<file path="src/rtl/kv_cdc_pkg.sv">
// kv_cdc_pkg: shared types and constants for the req/ack CDC transmit and receive ends.
//   kv_cdc_state_t  : handshake FSM state (INIT/IDLE/REQ/REL)
//   KV_CDC_MIN_SYNC : smallest legal synchroniser depth
//   cnt_width()     : counter width able to hold 0..n, never narrower than 1 bit
package kv_cdc_pkg;
    typedef enum logic [1:0] {ST_INIT, ST_IDLE, ST_REQ, ST_REL} kv_cdc_state_t;
    localparam int KV_CDC_MIN_SYNC = 2;
    function automatic int cnt_width(input int n);
        return (n > 0) ? $clog2(n + 1) : 1;
    endfunction
endpackage

</file>
<file path="src/rtl/kv_cdc_req_tx_if.sv">
// kv_cdc_req_tx_if: local valid/ready word input plus the cross-domain req/ack/data lines.
//   in_valid/in_ready/in_data : local word handshake
//   req_o/data_o/ack_i        : four-phase request, held word, destination acknowledge
//   done_o/err_o/err_clr      : completion pulse, sticky timeout flag, flag clear
//   master : drives the local word, the acknowledge and the clear
//   slave  : the transmit block
interface kv_cdc_req_tx_if #(parameter int DW = 32);
    logic          in_valid;
    logic          in_ready;
    logic [DW-1:0] in_data;
    logic          req_o;
    logic [DW-1:0] data_o;
    logic          ack_i;
    logic          done_o;
    logic          err_o;
    logic          err_clr;
    modport master (output in_valid, in_data, ack_i, err_clr,
                    input  in_ready, req_o, data_o, done_o, err_o);
    modport slave  (input  in_valid, in_data, ack_i, err_clr,
                    output in_ready, req_o, data_o, done_o, err_o);
endinterface

</file>
<file path="src/rtl/kv_sync_l2l_sr.sv">
// kv_sync_l2l_sr: STAGES-deep level synchroniser with synchronous active-low reset.
//   clk, resetn : destination clock and reset
//   d           : asynchronous level in
//   q           : synchronised level out
module kv_sync_l2l_sr
    import kv_cdc_pkg::*;
#(
    parameter int   STAGES  = KV_CDC_MIN_SYNC,
    parameter logic RST_VAL = 1'b0
) (
    input  logic clk,
    input  logic resetn,
    input  logic d,
    output logic q
);
    logic [STAGES-1:0] sr;
    always_ff @(posedge clk) begin
        if (!resetn) sr <= {STAGES{RST_VAL}};
        else         sr <= {sr[STAGES-2:0], d};
    end
    assign q = sr[STAGES-1];
endmodule

</file>
<file path="src/rtl/kv_cdc_req_tx.sv">
// kv_cdc_req_tx: source end of a four-phase req/ack CDC handshake carrying one word per transfer.
//   clk    : source clock
//   resetn : synchronous active-low reset
//   bus    : slave side of kv_cdc_req_tx_if (word in, req/data/ack, done/err/err_clr)
module kv_cdc_req_tx
    import kv_cdc_pkg::*;
#(
    parameter int DW         = 32,
    parameter int SYNC_STAGE = 2,
    parameter int TIMEOUT    = 1024
) (
    input  logic              clk,
    input  logic              resetn,
    kv_cdc_req_tx_if.slave    bus
);
    localparam int IW = cnt_width(SYNC_STAGE);
    localparam int PW = cnt_width(TIMEOUT);
    kv_cdc_state_t state;
    logic          ack_s;
    logic [IW-1:0] init_cnt;
    logic [PW-1:0] ph_cnt;
    logic          waiting;
    logic          adv;
    logic          hit;
    kv_sync_l2l_sr #(.STAGES(SYNC_STAGE), .RST_VAL(1'b0)) u_ack_sync (
        .clk    (clk),
        .resetn (resetn),
        .d      (bus.ack_i),
        .q      (ack_s)
    );
    assign bus.in_ready = (state == ST_IDLE);
    assign waiting = (state == ST_REQ) || (state == ST_REL);
    // the current phase completes at this edge
    assign adv = (state == ST_REQ) ? ack_s : (state == ST_REL) ? !ack_s : 1'b0;
    // timeout only counts against a phase that is still stuck at this edge
    assign hit = (TIMEOUT != 0) && waiting && !adv && (ph_cnt == PW'(TIMEOUT - 1));
    always_ff @(posedge clk) begin
        if (!resetn) begin
            state       <= ST_INIT;
            bus.req_o   <= 1'b0;
            bus.data_o  <= '0;
            bus.done_o  <= 1'b0;
            bus.err_o   <= 1'b0;
            init_cnt    <= '0;
            ph_cnt      <= '0;
        end else begin
            bus.done_o <= 1'b0;
            bus.err_o  <= hit | (bus.err_o & ~bus.err_clr);
            ph_cnt     <= (!waiting || adv) ? '0 : hit ? ph_cnt : ph_cnt + 1'b1;
            case (state)
                // wait for the synchroniser to flush, then for any stale ack to be released
                ST_INIT: begin
                    if (init_cnt != IW'(SYNC_STAGE)) init_cnt <= init_cnt + 1'b1;
                    else if (!ack_s)                 state    <= ST_IDLE;
                end
                ST_IDLE: begin
                    if (bus.in_valid) begin
                        bus.data_o <= bus.in_data;
                        bus.req_o  <= 1'b1;
                        state      <= ST_REQ;
                    end
                end
                ST_REQ: begin
                    if (ack_s) begin
                        bus.req_o <= 1'b0;
                        state     <= ST_REL;
                    end
                end
                ST_REL: begin
                    if (!ack_s) begin
                        bus.done_o <= 1'b1;
                        state      <= ST_IDLE;
                    end
                end
            endcase
        end
    end
endmodule

</file>
<file path="src/flat_wrapper.sv">
// flat-port wrapper written by rule: the top's interface ports become plain ports
module kv_cdc_req_tx_flat import kv_cdc_pkg::*;
#(
    parameter int DW         = 32,
    parameter int SYNC_STAGE = 2,
    parameter int TIMEOUT    = 1024
)
  (clk, resetn, bus_in_valid, bus_in_data, bus_ack_i, bus_err_clr, bus_in_ready, bus_req_o, bus_data_o, bus_done_o, bus_err_o);
  kv_cdc_req_tx_if #(.DW(DW)) bus_i ();
  input  logic clk;
  input  logic resetn;
  input wire logic [$bits(bus_i.in_valid)-1:0] bus_in_valid;
  input wire logic [$bits(bus_i.in_data)-1:0] bus_in_data;
  input wire logic [$bits(bus_i.ack_i)-1:0] bus_ack_i;
  input wire logic [$bits(bus_i.err_clr)-1:0] bus_err_clr;
  output wire logic [$bits(bus_i.in_ready)-1:0] bus_in_ready;
  output wire logic [$bits(bus_i.req_o)-1:0] bus_req_o;
  output wire logic [$bits(bus_i.data_o)-1:0] bus_data_o;
  output wire logic [$bits(bus_i.done_o)-1:0] bus_done_o;
  output wire logic [$bits(bus_i.err_o)-1:0] bus_err_o;
  assign bus_i.in_valid = bus_in_valid;
  assign bus_i.in_data = bus_in_data;
  assign bus_i.ack_i = bus_ack_i;
  assign bus_i.err_clr = bus_err_clr;
  assign bus_in_ready = bus_i.in_ready;
  assign bus_req_o = bus_i.req_o;
  assign bus_data_o = bus_i.data_o;
  assign bus_done_o = bus_i.done_o;
  assign bus_err_o = bus_i.err_o;
  kv_cdc_req_tx #(.DW(DW), .SYNC_STAGE(SYNC_STAGE), .TIMEOUT(TIMEOUT)) u_core (.clk(clk), .resetn(resetn), .bus(bus_i));
endmodule
</file>
<file path="config.mk">
export PLATFORM = sky130hd
export DESIGN_NAME = kv_cdc_req_tx_flat
export DESIGN_NICKNAME = d
export VERILOG_FILES = /design/src/rtl/kv_cdc_pkg.sv /design/src/rtl/kv_cdc_req_tx_if.sv /design/src/rtl/kv_sync_l2l_sr.sv /design/src/rtl/kv_cdc_req_tx.sv /design/src/flat_wrapper.sv
export SDC_FILE = /design/constraint.sdc
export NUM_CORES = 1
export LEC_CHECK = 0
export BUFFER_PORTS_ARGS = -buffer_cell sky130_fd_sc_hd__clkbuf_2
export CAP_MARGIN = 20
export CORE_MARGIN = 4
export CORE_UTILIZATION = 44
export DETAILED_ROUTE_END_ITERATION = 10
export MAX_ROUTING_LAYER = met4
export PLACE_DENSITY = 0.75
export RECOVER_POWER = 50
export SYNTH_ARGS = -nofsm -noshare
export SYNTH_HDL_FRONTEND = slang
export SYNTH_SLANG_ARGS = --single-unit
export TNS_END_PERCENT = 100
</file>
<file path="constraint.sdc">
create_clock -name clk -period 1.55 [get_ports clk]
set_input_delay 0.31 -clock clk [delete_from_list [all_inputs] [get_ports clk]]
set_output_delay 0.31 -clock clk [all_outputs]
set_load 0.05 [all_outputs]
</file>
## After elaboration in Yosys (flattened, before gate mapping)

Index checks and enable logic that the tools add are counted.

| word-level totals | value |
|---|---|
| register bits | 52 |
| input port bits | 37 |
| output and inout port bits | 36 |
| logic and storage cells | 48 |

| cells by class | value |
|---|---|
| add/subtract/negate cells | 2 |
| equality and inequality tests | 8 |
| mux-type cells | 11 |
| bitwise gates (word level) | 4 |
| reductions and logical operators | 15 |

Operators with widths:

| operator | number |
|---|---|
| 11-bit by 1-bit adder with 11-bit output (second input constant) | 1 |
| 11-bit by 10-bit equality test with 1-bit output (second input constant) | 1 |
| 2-bit 2-to-1 mux | 4 |
| 2-bit != test (second input constant) | 4 |
| 2-bit case mux with 4 select lines | 1 |
| 2-bit AND reduction | 3 |
| 3-bit AND reduction | 2 |
| 1-bit 2-to-1 mux | 5 |
| 2-bit equality test (second input constant) | 2 |
| 1-bit logical NOT | 3 |
| 2-bit by 1-bit adder with 2-bit output (second input constant) | 1 |
| 2-bit by 1-bit equality test with 1-bit output (second input constant) | 1 |
| 1-bit logical AND | 2 |
| 2-bit logical NOT | 1 |
| 1-bit logical OR | 2 |
| 1-bit inverter | 2 |
| 1-bit case mux with 2 select lines | 1 |
| 2-bit nonzero test | 1 |
| 2-bit OR reduction | 1 |
| 1-bit AND | 1 |
| 1-bit bitwise OR | 1 |

## Logic depth before layout (Yosys ltp)

| depth | value |
|---|---|
| depth in word-level cells | 7 |
| gate-level depth with buffers | 7 |
| depth with buffers taken out | 6 |

## Modules after synthesis

Synthesis repeated with hierarchy kept, for this count alone.

| unflattened totals | value |
|---|---|
| cells, all modules | 239 |
| area, all modules | 2150.8 µm² |

Modules (own cells, without submodules):

| module | instances | cells each | area each (µm²) | sequential area each (µm²) |
|---|---|---|---|---|
| kv_cdc_req_tx | 1 | 235 | 2098.3 | 1001.0 |
| kv_sync_l2l_sr | 1 | 4 | 52.6 | 40.0 |

## Worst setup path after synthesis

No wires, ideal clock.

| timing path | value |
|---|---|
| path kind | register to register |
| start | register u_core.state[1] |
| end | register u_core.bus.data_o[10] |
| library setup time | 0.076 ns |
| arrival | 1.759 ns |
| data required time | 1.474 ns |
| setup slack | -0.284 ns |
| stages on the path, launching flop included | 8 |
| cells stage by stage | dfxtp_1 -> inv_1 -> ha_1 -> and2_1 -> clkbuf_1 -> clkbuf_1 -> nand2_1 -> a21boi_0 |

| between the ends | value |
|---|---|
| longest elaborated chain between the ends | 2 |

Ends and longest elaborated chain:

| item | RTL line | RTL |
|---|---|---|
| start: declaration | kv_cdc_req_tx.sv:18 | `kv_cdc_state_t state;` |
| start signal: assignment | kv_cdc_req_tx.sv:39 | `state <= ST_INIT;` |
| start signal: assignment | kv_cdc_req_tx.sv:54 | `else if (!ack_s) state <= ST_IDLE;` |
| start signal: assignment | kv_cdc_req_tx.sv:60 | `state <= ST_REQ;` |
| 2-bit by 1-bit equality test with 1-bit output | n/a |  |
| net bus_in_ready | flat_wrapper.sv:16 | `output wire logic [$bits(bus_i.in_ready)-1:0] bus_in_ready;` |
| 2-bit AND reduction (no line) | n/a |  |
| end signal: assignment | kv_cdc_req_tx.sv:58 | `bus.data_o <= bus.in_data;` |
| end: declaration | kv_cdc_req_tx_if.sv:20 | `output in_ready, req_o, data_o, done_o, err_o);` |

The timed path passes the listed nets, and every way through them passes these cells.
A chain may end at the register's enable or synchronous reset.

## Final worst setup path

| timing path | value |
|---|---|
| start | register u_core.state[1] |
| end | output bus_in_ready |

| between the ends | value |
|---|---|
| longest elaborated chain between the ends | 1 |

Ends and longest elaborated chain:

| item | RTL line | RTL |
|---|---|---|
| 2-bit by 1-bit equality test with 1-bit output | kv_cdc_req_tx.sv:31 | `assign bus.in_ready = (state == ST_IDLE);` |
| end: declaration | flat_wrapper.sv:16 |  |

Every way passes these cells.

==> results_dict.tcl <==
set metrics [dict create \
    relSlewSlack 0.467 \
    core_area_mm2 0.00472 \
    synth_ff_type "dfxtp_1" \
    hold_depth 2 \
    ys_ff_latch 52 \
    hold_violations 0 \
    irDropWorstVdd_v 0.000968 \
    clockBufferDepth 2 \
    finalCriticalPeriod_ps 1500 \
    whs_endpoint "u_core.u_ack_sync.sr[0]" \
    status "finished clean" \
    die_w_um 77.7 \
    cellLeakagePower_nw 1.20 \
    dp_hpwl_mm 3.16 \
    portBuffers 72 \
    grt_max_degree 33 \
    tns_ps 0 \
    routed-via-count 1811 \
    syn_nets 286 \
    setup_viol 0 \
    antennaDiodeCount 0 \
    num_rows 25 \
    start_util 0.452 \
    async_flop_share 0 \
    drtPass1Iterations 4 \
    clk_pin_slew_ps 80 \
    ctsHoldBuffers 0 \
    die_h_um 77.7 \
    dp_slack_ps -49.9 \
    synth_area_mm2 0.00214 \
    power_density_mw_per_mm2 1460 \
    tightest_slew_ps 800 \
    track_usage 0.164 \
    first_global_vias 1766 \
    cp.arrival_ps 1190 \
    synth_edf_count 0 \
    cts_root_buf "clkbuf_8" \
    seqPwrFrac 0.380 \
    gp_congestion 0.845 \
    fin_cells 392 \
    drv_slew 0 \
    r2r_setup_slack_ps 60 \
    viasPerCell 4.62 \
    hp-class "in -> reg" \
    critPathRequiredTime_ps 1240 \
    r2r_cells 7 \
    maxCapViolCount 0 \
    critical_path_class "reg -> out" \
    cts_made_buffers 5 \
    synth.area.top_cells "dfxtp_1, nand2_1, a21boi_0" \
    finalCritPeriodShare 0.965 \
    skew_ps 9.97 \
    grt_pass1_wl_mm 7.82 \
    rsz0062_at_grt "yes" \
    place_inst 382 \
    ant_nets 0 \
    dpl-instance-area_mm2 0.00267 \
    worstSetupEndpointType "primary output" \
    ys_types 33 \
    p_sw_frac 0.349 \
    grt_overflow 0 \
    layout-drive-gt1-share 0.360 \
    wire_per_inst_um 11.2 \
    antenna_found_initial 0 \
    r2r_start "u_core.state[1]" \
    syn_to_final_growth_pct 35.1 \
    p_total_mw 4.22 \
    io_pins 73 \
    tritoncts "yes" \
    yosysTopAreaCellShare 0.487 \
    htree_levels 2 \
    wl_mm 4.38 \
    layout_setup_ws_ps 53.8 \
    switchingPower_mw 1.47 \
    n_fill_cell 411 \
    reg2reg_to "u_core.state[1]" \
    combPwrFrac 0.370 \
    pwr-share-clk 0.250 \
    worst_setup_path_start_kind "flop" \
    netlist.top_cell.by_area "dfxtp_1" \
    yosys_warnings 0 \
    final_area_mm2 0.00289 \
    first_iter_violations 70 \
    fin_nets 369 \
    cp_max_fo 5 \
    clock_latency_ps 300 \
    p_int_mw 2.75 \
    syn_area_per_cell_um2 8.83 \
    cts.sinks 52 \
    synth-seq-area-share 0.487 \
    netlist_instances 242 \
    fmax_mhz 668 \
    min_from "bus_ack_i" \
    drcViolationCount 0 \
    dieArea_mm2 0.00604 \
]
## synth_stat cells, types with 2 or more instances
library cell,number
mux2i_1,3
nand2b_1,3
o211a_1,2
nor2_1,8
nor3_1,3
dfxtp_1,52
or3_2,2
and2_1,5
nand2_1,74
xnor2_1,4
nor2b_1,5
ha_1,7
nor3b_1,2
a21oi_1,5
a21boi_0,33
clkbuf_1,11
nand3b_1,2
inv_1,6
## cells by family after synthesis
family | after synthesis | share of synthesized area
simple gates | 112 | 0.250
buf+inv | 17 | 0.0299
flops | 52 | 0.487
xor+xnor | 5 | 0.0205
compound gates | 46 | 0.157
mux | 3 | 0.0141
fa+ha+maj | 7 | 0.0410
## power by group through the flow
| stage | Combinational (mW) | Clock (mW) | Sequential (mW) |
|---|---|---|---|
| floorplan | 0.646 | 0 | 1.99 |
| global placement | 1.40 | 0 | 1.62 |
| detailed placement | 1.43 | 0 | 1.63 |
| CTS | 1.50 | 1.09 | 1.60 |
| global route | 1.71 | 1.14 | 1.62 |
| finish | 1.56 | 1.06 | 1.60 |
## stage by stage
stage          utilization  hold slack, ps
4_1_cts              0.598             212
2_1_floorplan            -             412
5_1_grt              0.611             223
3_3_place_gp         0.565             414
3_5_place_dp         0.565             423
6_report             0.611             222
## cells in the final DEF, fill, tap and decap left out, drive strengths merged, types with 4 or more instances in the layout
cell	n
nand2	74
nor2	9
dfxtp	52
xnor2	4
ha	7
nor2b	5
and2	5
buf	15
a21oi	5
clkbuf	77
inv	6
a21boi	33
## what timing repair did
item                       in CTS  in global routing
setup endpoints to repair       6                 13
setup buffers                   2                  1
gates resized for setup         6                 18
pin swaps                       1                  1
## worst max path at each step
| stage | depth (start not counted) | slack (ps) | start | to |
|---|---|---|---|---|
| after floorplan | 6 | 10 | u_core.state[1] | u_core.state[1] |
| after global placement | 6 | 10 | u_core.state[0] | u_core.state[1] |
| after detailed placement | 6 | -50 | u_core.state[0] | u_core.state[1] |
| after CTS | 4 | 0.3 | u_core.state[1] | bus_in_ready |
| after global routing | 7 | -20 | u_core.state[1] | u_core.state[1] |
| final | 4 | 50 | u_core.state[1] | bus_in_ready |
## worst max-delay path: stages (launching register included)
cell	delay [ps]
dfxtp_4	360
inv_2	60
ha_4	150
buf_4	140
buf_4	180
## flip-flops by register name, summed over array words and instances, names as in the netlist
name	flops
u_core.bus.data_o	32
u_core.ph_cnt	11
u_core.init_cnt	2
u_core.state	2
u_core.u_ack_sync.sr	2
u_core.bus.done_o	1
u_core.bus.err_o	1
u_core.bus.req_o	1
## per-layer routing
layer	wire, µm	track usage	share of wire	vias to the layer above
met5	0	-	0	-
met4	53	0.0480	0.012	0
met3	176	0.0452	0.040	5
met2	2220	0.275	0.51	31
met1	1930	0.192	0.44	819
li1	-	-	-	956
## layout make-up
cell class / count / area, µm² / area share
clock buffer: 5 / 68.8 / 0.0238
clock inverter: 2 / 60.1 / 0.0208
inverter: 6 / 22.5 / 0.00780
multi-input combinational: 173 / 1100 / 0.382
sequential: 52 / 1050 / 0.364
tap: 67 / 83.8 / 0.0290
timing repair buffer: 87 / 498 / 0.172
Power figures use the tool's default switching activity.
